--- src/rtl/fpu_special_case_ctrl_64_pkg.sv ---
// Shared types and constants for the FPU special-case sequencer.
// Operation codes, IEEE-754 double patterns and FSM state encoding.
package fpu_special_case_ctrl_64_pkg;

  localparam logic [1:0] OP_ADDSUB = 2'b00;
  localparam logic [1:0] OP_UNARY  = 2'b01;
  localparam logic [1:0] OP_MULT   = 2'b10;
  localparam logic [1:0] OP_RSVD   = 2'b11;

  localparam logic [63:0] POS_INF  = 64'h7ff0000000000000;
  localparam logic [63:0] NEG_INF  = 64'hfff0000000000000;
  localparam logic [63:0] POS_ZERO = 64'h0000000000000000;
  localparam logic [63:0] QNAN     = 64'h7ff8000000000000;

  typedef enum logic [1:0] {
    ST_IDLE,
    ST_CHECK,
    ST_WAIT_CORE,
    ST_DONE
  } state_t;

endpackage

--- src/rtl/special_case_detect_64.sv ---
// Combinational classifier for invalid-operation operand combinations.
// Only exact +inf/-inf and +0 patterns are considered special.
module special_case_detect_64
  import fpu_special_case_ctrl_64_pkg::*;
(
  input  logic [1:0]  operation,
  input  logic [63:0] data1,
  input  logic [63:0] data2,
  output logic        invalid
);

  logic d1_inf;
  logic d2_inf;
  logic d1_zero;
  logic d2_zero;

  assign d1_inf  = (data1 == POS_INF) || (data1 == NEG_INF);
  assign d2_inf  = (data2 == POS_INF) || (data2 == NEG_INF);
  assign d1_zero = (data1 == POS_ZERO);
  assign d2_zero = (data2 == POS_ZERO);

  always_comb begin
    invalid = 1'b0;
    unique case (1'b1)
      (operation == OP_ADDSUB):
        invalid = d1_inf && d2_inf;
      (operation == OP_UNARY):
        invalid = d1_inf;
      (operation == OP_MULT):
        invalid = (d1_zero && d2_inf) ||
                  (d2_zero && d1_inf);
      default:
        invalid = 1'b0;
    endcase
  end

endmodule

--- src/rtl/fpu_special_case_ctrl_64.sv ---
// Sequencer in front of the 64-bit FP core: screens invalid operands,
// launches the core, guards it with a timeout, holds result until ack.
module fpu_special_case_ctrl_64 #(
  parameter int unsigned TIMEOUT_CYCLES = 64,
  parameter logic [63:0] QNAN = 64'h7ff8000000000000
) (
  input  logic        clk,
  input  logic        rst_n,
  input  logic        start,
  input  logic [1:0]  operation,
  input  logic [63:0] data1,
  input  logic [63:0] data2,
  output logic        busy,
  output logic        core_start,
  input  logic        core_done,
  input  logic [63:0] core_result,
  input  logic        core_overflow,
  input  logic        core_underflow,
  output logic        result_valid,
  output logic [63:0] result,
  output logic        NaN_flag,
  output logic        overflow_flag,
  output logic        underflow_flag,
  output logic        timeout_flag,
  input  logic        ack
);

  import fpu_special_case_ctrl_64_pkg::*;

  localparam int CW = $clog2(TIMEOUT_CYCLES) + 1;
  localparam logic [CW-1:0] CNT_LAST = CW'(TIMEOUT_CYCLES - 1);

  state_t        state;
  state_t        state_nxt;
  logic [1:0]    op_q;
  logic [63:0]   d1_q;
  logic [63:0]   d2_q;
  logic [CW-1:0] cnt;
  logic          invalid;
  logic          launch;
  logic          expired;

  special_case_detect_64 u_detect (
    .operation (op_q),
    .data1     (d1_q),
    .data2     (d2_q),
    .invalid   (invalid)
  );

  assign launch  = !invalid && (op_q != OP_RSVD);
  assign expired = (cnt == CNT_LAST);
  assign busy    = (state != ST_IDLE);

  always_ff @(posedge clk or negedge rst_n) begin
    if (!rst_n) begin
      state <= ST_IDLE;
    end else begin
      state <= state_nxt;
    end
  end

  always_comb begin
    state_nxt = state;
    unique case (state)
      ST_IDLE:
        if (start) state_nxt = ST_CHECK;
      ST_CHECK:
        state_nxt = launch ? ST_WAIT_CORE : ST_DONE;
      ST_WAIT_CORE:
        if (core_done || expired) state_nxt = ST_DONE;
      ST_DONE:
        if (result_valid && ack) state_nxt = ST_IDLE;
      default:
        state_nxt = ST_IDLE;
    endcase
  end

  // Outputs lag the state by one edge, so ack counts only once valid is seen.
  always_ff @(posedge clk or negedge rst_n) begin
    if (!rst_n) begin
      op_q           <= '0;
      d1_q           <= '0;
      d2_q           <= '0;
      cnt            <= '0;
      core_start     <= 1'b0;
      result_valid   <= 1'b0;
      result         <= '0;
      NaN_flag       <= 1'b0;
      overflow_flag  <= 1'b0;
      underflow_flag <= 1'b0;
      timeout_flag   <= 1'b0;
    end else begin
      core_start   <= (state == ST_WAIT_CORE) &&
                      (cnt == '0) && !core_done;
      result_valid <= (state == ST_DONE) &&
                      !(result_valid && ack);
      unique case (state)
        ST_IDLE: begin
          if (start) begin
            op_q <= operation;
            d1_q <= data1;
            d2_q <= data2;
          end
        end
        ST_CHECK: begin
          cnt <= '0;
          if (!launch) begin
            result         <= invalid ? QNAN : '0;
            NaN_flag       <= invalid;
            overflow_flag  <= 1'b0;
            underflow_flag <= 1'b0;
            timeout_flag   <= 1'b0;
          end
        end
        ST_WAIT_CORE: begin
          cnt <= cnt + 1'b1;
          if (core_done) begin
            result         <= core_result;
            NaN_flag       <= 1'b0;
            overflow_flag  <= core_overflow;
            underflow_flag <= core_underflow;
            timeout_flag   <= 1'b0;
          end else if (expired) begin
            result         <= QNAN;
            NaN_flag       <= 1'b1;
            overflow_flag  <= 1'b0;
            underflow_flag <= 1'b0;
            timeout_flag   <= 1'b1;
          end
        end
        default: ;
      endcase
    end
  end

endmodule
--- config.mk ---
export PLATFORM = sky130hd
export DESIGN_NAME = fpu_special_case_ctrl_64
export DESIGN_NICKNAME = d
export VERILOG_FILES = /design/src/rtl/fpu_special_case_ctrl_64_pkg.sv /design/src/rtl/special_case_detect_64.sv /design/src/rtl/fpu_special_case_ctrl_64.sv
export SDC_FILE = /design/constraint.sdc
export NUM_CORES = 1
export LEC_CHECK = 0
export ABC_AREA = 1
export BUFFER_PORTS_ARGS = -buffer_cell sky130_fd_sc_hd__buf_2
export CAP_MARGIN = 25
export CELL_PAD_IN_SITES_DETAIL_PLACEMENT = 1
export CELL_PAD_IN_SITES_GLOBAL_PLACEMENT = 2
export CORE_MARGIN = 2
export CORE_UTILIZATION = 31
export DETAILED_ROUTE_END_ITERATION = 7
export MAX_ROUTING_LAYER = met4
export PLACE_DENSITY = 0.86
export SLEW_MARGIN = 20
export SYNTH_ARGS = -nofsm -noshare
export SYNTH_HDL_FRONTEND = slang
export SYNTH_SLANG_ARGS = --single-unit
--- constraint.sdc ---
create_clock -name clk -period 3 [get_ports clk]
set_clock_uncertainty 0.15 [all_clocks]
set_input_delay 0.15 -clock clk [delete_from_list [all_inputs] [get_ports clk]]
set_output_delay 0.15 -clock clk [all_outputs]
set_load 0.005 [all_outputs]
### Yosys cells after proc, flatten, opt, wreduce, memory -nomap -nowiden

Index checks and enable logic that the tools add are counted.

* reduce and logical (&&, ||, !) cells: 25
* add/subtract/negate cells: 1
* equal/unequal tests: 16
* mux-type cells: 23

Operator list (number)
* 64-bit 2-to-1 mux: 3
* 64-bit by 63-bit equality test with 1-bit output (second input constant): 2
* 64-bit equality test (second input constant): 2
* 64-bit logical NOT: 2
* 64-bit case mux with 2 select lines: 1
* 63-bit 2-to-1 mux: 1
* 7-bit case mux with 2 select lines: 1
* 2-bit inequality test (second input constant): 5
* 1-bit logical AND: 8
* 1-bit 2-to-1 mux: 8
* 1-bit case mux with 2 select lines: 4
* 2-bit case mux with 4 select lines: 1
* 7-bit by 1-bit adder with 7-bit output (second input constant): 1
* 7-bit by 6-bit equality test with 1-bit output (second input constant): 1
* 7-bit logical NOT: 1
* 2-bit equality test (second input constant): 3
* 2-bit 2-to-1 mux: 3
* 3-bit AND reduction: 2
* 2-bit by 1-bit equality test with 1-bit output (second input constant): 2
* 2-bit logical NOT: 2
* 1-bit logical OR: 4
* 2-bit nonzero test: 2
* 1-bit logical NOT: 3
* 3-bit inequality test (second input constant): 1
* other kinds (2): 2

* flip-flop bits (word level): 209
* word-level logic and storage cells: 77
* bits of input ports: 201

### Depth between registers and ports, before layout

Gate-level depths: netlist (run 1).

* depth after elaboration: 9
* mapped depth: 16
* depth with buffers taken out: 16

### Cells and area by module

Synthesis (run 1) repeated with hierarchy kept, for this count alone.

* cells, all modules: 949
* area total of the unflattened synthesis: 9287.7 sq um

Modules (own cells, without submodules)
* fpu_special_case_ctrl_64: times used 1, seq. area each 5230.0 sq um, area an instance 8705.8 sq um, cells each 802
* special_case_detect_64: times used 1, seq. area each 0.0 sq um, area an instance 581.8 sq um, cells each 147

### Worst setup path after synthesis (run 1)

Ideal clock, no wire load.

* path kind: register -> register
* start: reg state[0]
* end: reg d1_q[62]
* clock period less this slack: 2082 ps
* stages on the path, launching flop included: 8
* library setup time: 133 ps
* arrival time: 1800 ps
* slack: 918 ps
* data required time: 2717 ps
* buffers on the path: 3
* cell sequence: dfrtp_1 inv_1 ha_1 nand2_1 clkbuf_1 clkbuf_1 clkbuf_1 a21oi_1

* longest elaborated chain between the ends: 2

RTL lines
* start: declaration: line fpu_special_case_ctrl_64.sv:33 `state_t state;`
* start signal: assignment: line fpu_special_case_ctrl_64.sv:58 `state <= state_nxt;`
* 2-bit logical NOT: line fpu_special_case_ctrl_64.sv:97 `unique case (state)`
* 2-bit AND reduction (no line)
* end signal: assignment: line fpu_special_case_ctrl_64.sv:101 `d1_q <= data1;`
* end: declaration: line fpu_special_case_ctrl_64.sv:36 `logic [63:0] d1_q;`

No other way between the ends.
A chain may end at the register's enable or synchronous reset.

### Worst setup path in the final report (run 1)

* start: reg d2_q[23]
* end: reg result[37]

* longest elaborated chain between the ends: 9
* elaborated cells on any way between the ends: 13
* classes of those cells: eq/ne: 3; mux: 1; reduce/logical: 9

RTL lines
* start: declaration: line fpu_special_case_ctrl_64.sv:37 `logic [63:0] d2_q;`
* start signal: assignment: line fpu_special_case_ctrl_64.sv:102 `d2_q <= data2;`
* 64-bit by 63-bit equality test with 1-bit output / 64-bit equality test (equally long branches): line special_case_detect_64.sv:18 `assign d2_inf = (data2 == POS_INF) || (data2 == NEG_INF);`
* 1-bit logical OR: line special_case_detect_64.sv:18
* 1-bit logical AND: line special_case_detect_64.sv:30 `invalid = (d1_zero && d2_inf) ||`
* 1-bit logical OR: line special_case_detect_64.sv:30
* 1-bit case mux with 3 select lines *: line special_case_detect_64.sv:24 `unique case (1'b1)`
* 1-bit logical NOT *: line fpu_special_case_ctrl_64.sv:50 `assign launch = !invalid && (op_q != OP_RSVD);`
* 1-bit logical AND *: line fpu_special_case_ctrl_64.sv:50
* 2-bit inequality test (no line) *
* 3-bit AND reduction (no line) *
* end signal: assignment: line fpu_special_case_ctrl_64.sv:108 `result <= invalid ? QNAN : '0;`
* end signal: assignment: line fpu_special_case_ctrl_64.sv:118 `result <= core_result;`
* end: declaration: line fpu_special_case_ctrl_64.sv:20 `output logic [63:0] result,`

Mark *: on every way between the ends. The rest lies on a longest branch, timed or not.

==> run_results.csv, run 1 <==
group,metric,value,unit
outcome,status,"completed",
clocking,cts_buffer_depth,3,
worst_setup_path,reg2reg_to,"result[37]$_DFFE_PN0P_",
sta,period_needed,2.44,ns
sta,tightest_slew,0.782,ns
hold_path,hold_end,"state[1]$_DFFE_PN0P_",
power,vdd_drop_max,0.653,mV
route,drt_iter0_drc,297,
final_layout,layout_commonest_cell,"buf_2",
floorplan,io_pins,272,
worst_setup_path,startpoint_type,"register",
route,firstDrtPassIters,5,
clocking,cts-root-buf,"clkbuf_16",
sta,final-max-slew-violation-count,0,
placement,port_buffers,271,
final_layout,final-seq-area,5230,sq um
sta,setup_viol,0,
worst_setup_path,startpoint,"d2_q[23]$_DFFE_PN0P_",
power,p_leak,6.72,nW
worst_setup_path,crit_path_end_kind,"register",
route,ant_nets,0,
clocking,h-tree-depth,1,
hold_path,whs_path_depth,4,
clocking,cts_tree,"yes",
hold_path,min_from,"start",
power,p_per_area,900,nW/um^2
route,num_vias,8349,
yosys,syn_nets,1142,
yosys,yosysUniqueCellTypes,29,
route,viasPerCell,4.59,
worst_setup_path,crit_fanout,35,
final_layout,layout.nets,1615,
placement,placed_cell_area,11100,sq um
worst_setup_path,path_class,"reg -> reg",
placement,routabilityCongestion,0.782,
worst_setup_path,cp_data_arrival_time,2.70,ns
route,wl,31.7,mm
clocking,clock_sinks,209,
grt,grt_pass1_wl,50.2,mm
yosys,syn_inst,934,
sta,fin_setup_tns,0,ns
sta,slew_headroom,0.478,
yosys,ys_warn_count,0,
final_layout,num-fill-cells,3358,
grt,grt_pass1_vias,9609,
yosys,syn_area,9230,sq um
floorplan,rows,63,
grt,globalRouteTotalUtil,0.208,
floorplan,die_y,177,um
sta,fmax,0.409,GHz
sta,hold_viol,0,
clocking,clkTransAtPathRegs,0.06,ns
floorplan,dieArea,31200,sq um
floorplan,die_x,177,um
yosys,synth-seq-area-share,0.567,
clocking,clock_latency,0.53,ns
grt,grt_max_degree,99,
placement,dp_hpwl,18.4,mm
worst_setup_path,reg2reg_depth,12,
hold_path,min_path_type,"in -> reg",
clocking,cts_buffers,25,
yosys,syn-mean-instance-area,9.88,sq um
final_layout,areaGrowthSynthToFinish,51.4,%
final_layout,final_area,14000,sq um
grt,antenna_found_initial,4,
clocking,cts_resized,0,
worst_setup_path,ff2ff_setup_slack,0.56,ns
route,dr_wl_met2,17.0,mm
grt,overflow,0,
sta,fin_crit_sh,0.814,
job,max-cap-violations,0,
final_layout,final_cell_mix,"270 x buf_2, 252 x nand2_1, 209 x dfrtp_1, 199 x dlygate4sd3_1, 134 x nor2_1",
route,met1Wirelength,12.2,mm
route,wl_met3,1.25,mm
final_layout,multi_input_area,3640,sq um
final_layout,layout-drive-gt1-share,0.322,
floorplan,core_area,29500,sq um
sta,rsz0062_at_grt,"false",
worst_setup_path,cp_data_required_time,3.26,ns
clocking,cts_setup_buffers,0,
route,dr.max_layer_used,"met4",
yosys,synth-seq-cells,209,
route,drc,0,
route,wl_per_cell,17.4,um
floorplan,initial_utilization,0.313,
worst_setup_path,rr_startpoint,"d2_q[23]$_DFFE_PN0P_",
-- layout make-up --
type / instances / share of cell area
inverters: 41 / 0.0110
multi-input cells: 646 / 0.261
flip-flops and latches: 209 / 0.375
repair buffers: 484 / 0.254
clock inverters: 12 / 0.0153
clock buffers: 33 / 0.0484
well taps: 390 / 0.0349
diodes: 5 / 0.000896
-- worst max-delay path by stage --
stage | to | slack [ns]
6_report | result[37]$_DFFE_PN0P_ | 0.56
5_1_grt | result[53]$_DFFE_PN0P_ | 0.30
4_1_cts | result[62]$_DFFE_PN0P_ | 0.63
3_5_place_dp | result[62]$_DFFE_PN0P_ | 0.62
3_3_place_gp | result[52]$_DFFE_PN0P_ | 0.68
2_1_floorplan | d1_q[62]$_DFFE_PN0P_ | 0.92
-- worst max-delay path: stages, from the launching register on --
cell     delay [ns]
dfrtp_1        0.39
nor2_1         0.14
nand2_1        0.08
nor2_1         0.13
nand2_1        0.10
nor2_4         0.18
nand3_1        0.11
nand2_1        0.09
nand2_1        0.09
nand4_2        0.13
nand3_4        0.15
buf_4          0.30
o21ai_1        0.31
-- cells by family after synthesis --
group / Yosys count / synth area share
and+or+nand+nor: 438 / 0.190
DFF: 209 / 0.567
muxes: 119 / 0.145
AOI/OAI and AO/OA: 82 / 0.0491
buffers and inverters: 79 / 0.0395
adders and majority gates: 7 / 0.00949
-- state kept, by name, indices dropped and copies added (netlist names) --
register        cells
NaN_flag            1
cnt                 7
core_start          1
d1_q               64
d2_q               64
op_q                2
overflow_flag       1
result             64
result_valid        1
state               2
timeout_flag        1
underflow_flag      1
-- synth_stat cells --
cell type / n / share of area
nand3_4: 1 / 0.0019
buf_6: 8 / 0.0098
o21ai_0: 15 / 0.0081
or2_2: 1 / 0.00068
nand3_1: 29 / 0.016
and2_1: 2 / 0.0014
nand4_2: 1 / 0.0014
a21oi_1: 15 / 0.0081
buf_4: 1 / 0.00081
nor4_1: 2 / 0.0014
o211ai_1: 1 / 0.00081
inv_1: 40 / 0.016
ha_1: 7 / 0.0095
buf_2: 3 / 0.0016
nand4_1: 6 / 0.0041
dfrtp_1: 209 / 0.57
nor3_1: 5 / 0.0027
clkbuf_1: 20 / 0.0081
mux2_2: 119 / 0.15
inv_2: 1 / 0.00041
o21ai_1: 40 / 0.022
nor2_4: 1 / 0.0012
nor2_1: 134 / 0.055
or2_1: 2 / 0.0014
a21boi_0: 1 / 0.00081
buf_1: 6 / 0.0024
nand2_1: 253 / 0.10
o21ai_2: 10 / 0.0095
and3_1: 1 / 0.00068
-- stage by stage --
step	hold WS, ns	total power, mW	utilization	cells	setup WS (ns)
5_1_grt	0.172	13.5	0.474	1819	0.295
3_3_place_gp	0.105	8.71	0.376	1571	0.684
4_1_cts	0.0820	12.5	0.473	1815	0.626
6_report	0.0818	12.6	0.474	1820	0.558
2_1_floorplan	-0.296	7.59	-	934	0.918
3_5_place_dp	0.0999	8.92	0.376	1571	0.622
-- timing repair --
action | CTS | global route
endpoints found under the hold margin | 293 | 0
hold buffers | 199 | 0
setup endpoints to repair | 0 | 0
-- per-layer routing --
layer	global-route usage	vias up
met5	-	-
met4	0.0730	0
met3	0.0295	73
met2	0.390	221
met1	0.223	4076
li1	-	3979
-- report_power, final --
part | total, mW | internal [mW] | switching, mW
sequential | 4.91 | 4.10 | 0.809
clock | 3.31 | 2.09 | 1.21
combinational | 4.35 | 2.01 | 2.34
No activity file was read; power rests on OpenSTA's default activity.
==> inputs of run 2 (changes only) <==
==> constraint.sdc (replaced) <==
create_clock -name clk -period 2.4 [get_ports clk]
set_clock_uncertainty 0.15 [all_clocks]
set_input_delay 0.12 -clock clk [delete_from_list [all_inputs] [get_ports clk]]
set_output_delay 0.12 -clock clk [all_outputs]
set_load 0.005 [all_outputs]
==> run 2 against run 1 <==
The run now ends with negative setup slack left. Sequential power increased by 27%. Worst setup slack got worse by 0.61 ns. Count of clock-buffer cells in the layout rose by 7. Design area grew 5.5%. Sequential cell count unchanged. Non-clock buffer count up 34. Combinational power increased by 63%. Wire length grew 11%. Critical path type unchanged. Largest cell class unchanged.
==> run_results.csv, run 2 (synthesis results as in run 1) <==
group,metric,value,unit
hold_path,min_path_type,"in -> async",
final_layout,final_cell_mix,"270 x buf_2, 226 x nand2_1, 216 x dlygate4sd3_1, 208 x dfrtp_1",
sta,setup_viol,1,
grt,grt_max_degree,77,
worst_setup_path,ff2ff_setup_slack,-0.05,ns
placement,pre_cts_slack,0.133,ns
final_layout,layout-drive-gt1-share,0.373,
outcome,violations,"negative setup slack",
route,wl,35.2,mm
worst_setup_path,path_cells,"inv_1, ha_1, buf_6, nand2_1, clkinv_4, nand2_1, dlygate4sd3_1, o21ai_2",
worst_setup_path,cp_data_arrival_time,2.73,ns
worst_setup_path,rr_startpoint,"state[0]$_DFFE_PN0P_",
final_layout,fin_util,0.500,
worst_setup_path,cp_top_family,"buffers and inverters",
worst_setup_path,timing.critical_path.depth,8,
placement,routabilityCongestion,0.784,
power,p_per_area,1170,nW/um^2
worst_setup_path,crit_buf_inv,4,
clocking,cts_buffers,26,
sta,fin_crit_sh,1.02,
sta,setup_ws,-0.0481,ns
grt,overflow,0,
worst_setup_path,slowest_stage,"dlygate4sd3_1",
placement,dp_hpwl,18.5,mm
route,ant_nets,0,
route,drc,0,
worst_setup_path,slowest_delay,0.63,ns
route,drt_iter0_drc,375,
grt,grt_pass1_vias,9730,
worst_setup_path,crit_path_end_kind,"register",
clocking,clock_sinks,209,
worst_setup_path,reg2reg_depth,8,
floorplan,die_x,177,um
clocking,clock_latency,0.52,ns
floorplan,initial_utilization,0.313,
floorplan,core_area,29500,sq um
outcome,status,"complete, but fails checks",
grt,antenna_found_initial,6,
worst_setup_path,cp_data_required_time,2.68,ns
worst_setup_path,path_class,"reg -> reg",
floorplan,die_y,177,um
floorplan,dieArea,31200,sq um
worst_setup_path,cpMostUsedCell,"nand2_1",
clocking,clkTransAtPathRegs,0.07,ns
placement,port_buffers,271,
worst_setup_path,reg2reg_to,"result[35]$_DFFE_PN0P_",
floorplan,rows,63,
final_layout,layout_commonest_cell,"buf_2",
grt,grt_pass1_wl,50.5,mm
route,viasPerCell,4.73,
clocking,cts_tree,"yes",
route,num_vias,8788,
clocking,h-tree-depth,1,
sta,slew_headroom,0.553,
route,wl_per_cell,19.0,um
grt,globalRouteTotalUtil,0.210,
final_layout,areaGrowthSynthToFinish,59.8,%
clocking,cts_buffer_depth,3,
final_layout,layout.nets,1653,
power,vdd_drop_max,0.598,mV
sta,final-max-slew-violation-count,0,
route,firstDrtPassIters,4,
sta,fin_setup_tns,-0.0481,ns
floorplan,io_pins,272,
job,max-cap-violations,0,
sta,period_needed,2.45,ns
sta,rsz0062_at_grt,"true",
sta,tightest_slew,0.670,ns
final_layout,reg.largest.list,"d1_q x64, d2_q x64, result x64",
sta,fmax,0.408,GHz
clocking,cts-root-buf,"clkbuf_16",
worst_setup_path,crit_fanout,17,
sta,hold_viol,0,
power,p_leak,7.03,nW
worst_setup_path,startpoint_type,"register",
[run 2: cell types whose count changed in the layout (fill, tap and decap cells not counted), moves of 6 or more]
cell	before	now
nand2_4	1	13
bufinv_16	6	0
dlygate4sd3_1	199	216
nand2_2	0	14
clkbuf_16	25	34
buf_6	0	6
nor2_2	0	14
nor2_1	134	119
nand2_1	252	226
clkbuf_8	2	9
o21ai_1	40	26
o21ai_2	10	27
[run 2: final cells by class]
class	count	area (sq um)
antenna	6	15.0
clock buffer	40	815
clock inverter	6	35.0
fill	3340	14700
inverter	41	159
multi-input combinational	649	3950
sequential	209	5230
tap	390	488
timing repair buffer	518	4050
[run 2: per-stage QoR]
step	std cells	hold slack, ns	cell area [sq um]	total power [mW]
after floorplan	934	-0.326	9230	9.49
after global placement	1574	0.0307	11100	11.0
after detailed placement	1574	0.0283	11100	11.3
after CTS	1836	0.0533	14200	15.5
after global routing	1859	0.107	14700	18.3
final	1859	0.0702	14700	17.2
[run 2: layer usage]
layer | vias to the layer above | part of all wire | global-route usage
met2 | 277 | 0.52 | 0.382
li1 | 4088 | - | -
met5 | - | 0 | -
met3 | 106 | 0.044 | 0.0293
met4 | 0 | 0.047 | 0.0764
met1 | 4317 | 0.39 | 0.232
[run 2: power breakdown]
group          total, mW  internal [mW]  switching (mW)
registers           6.24           5.13            1.11
clock network       3.88           2.32            1.56
logic               7.10           3.42            3.68
total               17.2           10.9            6.35
[run 2: worst max-delay path by stage]
| stage | startpoint | endpoint | slack (ns) |
|---|---|---|---|
| after floorplan | state[0]$_DFFE_PN0P_ | d1_q[62]$_DFFE_PN0P_ | 0.32 |
| after global placement | d2_q[31]$_DFFE_PN0P_ | result[0]$_DFFE_PN0P_ | 0.19 |
| after detailed placement | d2_q[1]$_DFFE_PN0P_ | result[50]$_DFFE_PN0P_ | 0.13 |
| after CTS | state[0]$_DFFE_PN0P_ | result[34]$_DFFE_PN0P_ | 0.06 |
| after global routing | state[0]$_DFFE_PN0P_ | result[35]$_DFFE_PN0P_ | -0.16 |
| final | state[0]$_DFFE_PN0P_ | result[35]$_DFFE_PN0P_ | -0.05 |
[run 2: what timing repair did]
action                                  in CTS  in global routing
endpoints found under the hold margin      386                  0
resized for setup                            0                 91
buffers inserted                             0                  2
endpoints found under the setup margin       0                 62
hold buffers                               216                  0
==> inputs of run 3 (changes only) <==
--- a/config.mk
+++ b/config.mk
@@ -11,10 +11,11 @@
 export CELL_PAD_IN_SITES_DETAIL_PLACEMENT = 1
 export CELL_PAD_IN_SITES_GLOBAL_PLACEMENT = 2
 export CORE_MARGIN = 2
-export CORE_UTILIZATION = 31
+export CORE_UTILIZATION = 34
 export DETAILED_ROUTE_END_ITERATION = 7
 export MAX_ROUTING_LAYER = met4
-export PLACE_DENSITY = 0.86
+export PLACE_DENSITY = 0.93
+export REMOVE_ABC_BUFFERS = 1
 export SLEW_MARGIN = 20
 export SYNTH_ARGS = -nofsm -noshare
 export SYNTH_HDL_FRONTEND = slang
==> constraint.sdc (replaced) <==
create_clock -name clk -period 3.17 [get_ports clk]
set_clock_uncertainty 0.15 [all_clocks]
set_input_delay 0.4755 -clock clk [delete_from_list [all_inputs] [get_ports clk]]
set_output_delay 0.4755 -clock clk [all_outputs]
set_load 0.005 [all_outputs]
==> run 3 against run 2 <==
The flow now finishes without violations. Via count shrank 17%. Core utilization shrank 6.1 points. Count of clock-buffer cells in the layout shrank 1. Wire length shrank 29%. Final cell count shrank 15%. Global-route usage shrank 2.9 points. Sequential power shrank 26%. Largest cell class unchanged.
==> run_results.csv, run 3 (synthesis results as in run 1) <==
group,metric,value,unit
placement,port_buffers,271,
final_layout,final_area,11800,sq um
floorplan,core_area,26800,sq um
power,vdd_drop_max,0.525,mV
final_layout,final-seq-area,5230,sq um
power,p_per_area,929,nW/um^2
worst_setup_path,startpoint,"d1_q[27]$_DFFE_PN0P_",
final_layout,layout_commonest_cell,"buf_2",
placement,placed_cell_area,11000,sq um
route,firstDrtPassIters,4,
route,viasPerCell,4.64,
worst_setup_path,path_class,"reg -> reg",
power,p_leak,5.80,nW
sta,slew_headroom,0.572,
worst_setup_path,ff2ff_setup_slack,0.62,ns
clocking,cts_setup_buffers,0,
worst_setup_path,startpoint_type,"register",
clocking,cts-root-buf,"clkbuf_16",
worst_setup_path,cp_data_required_time,3.40,ns
clocking,clkTransAtPathRegs,0.06,ns
worst_setup_path,reg2reg_to,"result[19]$_DFFE_PN0P_",
clocking,cts_buffer_depth,3,
worst_setup_path,crit_path_end_kind,"register",
final_layout,layout-drive-gt1-share,0.370,
worst_setup_path,crit_fanout,112,
grt,grt_max_degree,113,
power,total_power,10.9,mW
final_layout,multi_input_area,3640,sq um
clocking,h-tree-depth,1,
floorplan,initial_utilization,0.344,
sta,final-max-slew-violation-count,0,
sta,fin_crit_sh,0.804,
sta,period_needed,2.55,ns
floorplan,die_x,169,um
final_layout,reg.largest.list,"d1_q x64, d2_q x64, result x64",
sta,hold_viol,0,
sta,fin_setup_tns,0,ns
sta,setup_viol,0,
floorplan,dieArea,28500,sq um
final_layout,final_cell_mix,"270 x buf_2, 252 x nand2_1, 209 x dfrtp_1, 134 x nor2_1, 119 x mux2_2",
final_layout,layout.nets,1415,
grt,grt_pass1_wl,40.2,mm
sta,tightest_slew,0.642,ns
route,drc,0,
route,num_vias,7294,
clocking,cts_tree,"yes",
job,max-cap-violations,0,
clocking,cts_buffers,24,
grt,overflow,0,
worst_setup_path,cp_data_arrival_time,2.78,ns
sta,fmax,0.392,GHz
hold_path,min_path_type,"in -> reg",
placement,routabilityCongestion,0.783,
outcome,status,"completed",
placement,pre_cts_slack,0.697,ns
worst_setup_path,reg2reg_depth,13,
worst_setup_path,critPathCapture,"result[19]$_DFFE_PN0P_",
route,wl,24.9,mm
clocking,clock_sinks,209,
route,drt_iter0_drc,239,
grt,antenna_found_initial,6,
floorplan,die_y,169,um
sta,rsz0062_at_grt,"false",
final_layout,areaGrowthSynthToFinish,27.4,%
floorplan,rows,60,
sta,hold_slack,0.0438,ns
placement,dp_hpwl,18.2,mm
sta,setup_ws,0.622,ns
grt,globalRouteTotalUtil,0.181,
final_layout,num-fill-cells,3132,
route,wl_per_cell,15.8,um
route,ant_nets,0,
floorplan,io_pins,272,
clocking,postCtsHoldBufs,1,
worst_setup_path,rr_startpoint,"d1_q[27]$_DFFE_PN0P_",
clocking,clock_latency,0.51,ns
clocking,cts_resized,0,
grt,grt_pass1_vias,7960,
-- run 3: changes by cell type in the layout (fill, tap and decap cells not counted), moves of 6 or more --
cell	before	now
nand2_4	13	1
nor2_2	14	0
o21ai_2	27	10
o21ai_1	26	40
clkbuf_16	34	25
dlygate4sd3_1	216	1
nand2_2	14	0
nand2_1	226	252
buf_6	6	0
nor2_1	119	134
-- run 3: worst min-delay path by stage --
stage	startpoint	to	slack [ns]	cells past startpoint
final	data2[47]	d2_q[47]$_DFFE_PN0P_	0.04	2
after global routing	data1[2]	d1_q[2]$_DFFE_PN0P_	0.03	2
after CTS	data1[39]	d1_q[39]$_DFFE_PN0P_	0.02	2
after detailed placement	NaN_flag$_DFFE_PN0P_	NaN_flag$_DFFE_PN0P_	0.32	2
after global placement	NaN_flag$_DFFE_PN0P_	NaN_flag$_DFFE_PN0P_	0.31	2
after floorplan	rst_n	NaN_flag$_DFFE_PN0P_	0.03	0
-- run 3: final cells by class --
type | instances | share of cell area
Inverter | 41 | 0.0131
Antenna cell | 6 | 0.00128
Clock inverter | 4 | 0.00192
Sequential cell | 209 | 0.445
Clock buffer | 39 | 0.0620
Tap cell | 341 | 0.0363
Multi-Input combinational cell | 646 | 0.310
Timing Repair Buffer | 285 | 0.131
-- run 3: power breakdown --
part | internal, mW | switching [mW] | leakage (nW)
Combinational | 1.71 | 1.98 | 2.84
Clock | 1.56 | 1.07 | 0.367
Sequential | 3.88 | 0.720 | 2.60
-- run 3: critical path: stages (launching register included) --
cell,delay [ns]
dfrtp_1,0.39
nor2_1,0.16
nand2_1,0.07
nor2_1,0.21
nand2_1,0.09
nor2_1,0.09
nand2_1,0.15
nor2_1,0.15
nand2_1,0.10
nand4_2,0.12
nand3_4,0.17
buf_12,0.28
nand2_1,0.13
o21ai_1,0.07
-- run 3: per-layer routing --
| layer | vias to the layer above | GRT usage | wire, um |
|---|---|---|---|
| met4 | 0 | 0.0495 | 531 |
| li1 | 3590 | - | - |
| met2 | 155 | 0.321 | 12700 |
| met5 | - | - | 0 |
| met1 | 3513 | 0.212 | 10400 |
| met3 | 36 | 0.0311 | 1260 |
-- run 3: metrics by stage --
stage,util,instances
finish,0.439,1571
global route,0.439,1571
CTS,0.438,1565
detailed placement,0.410,1521
global placement,0.410,1521
floorplan,-,896
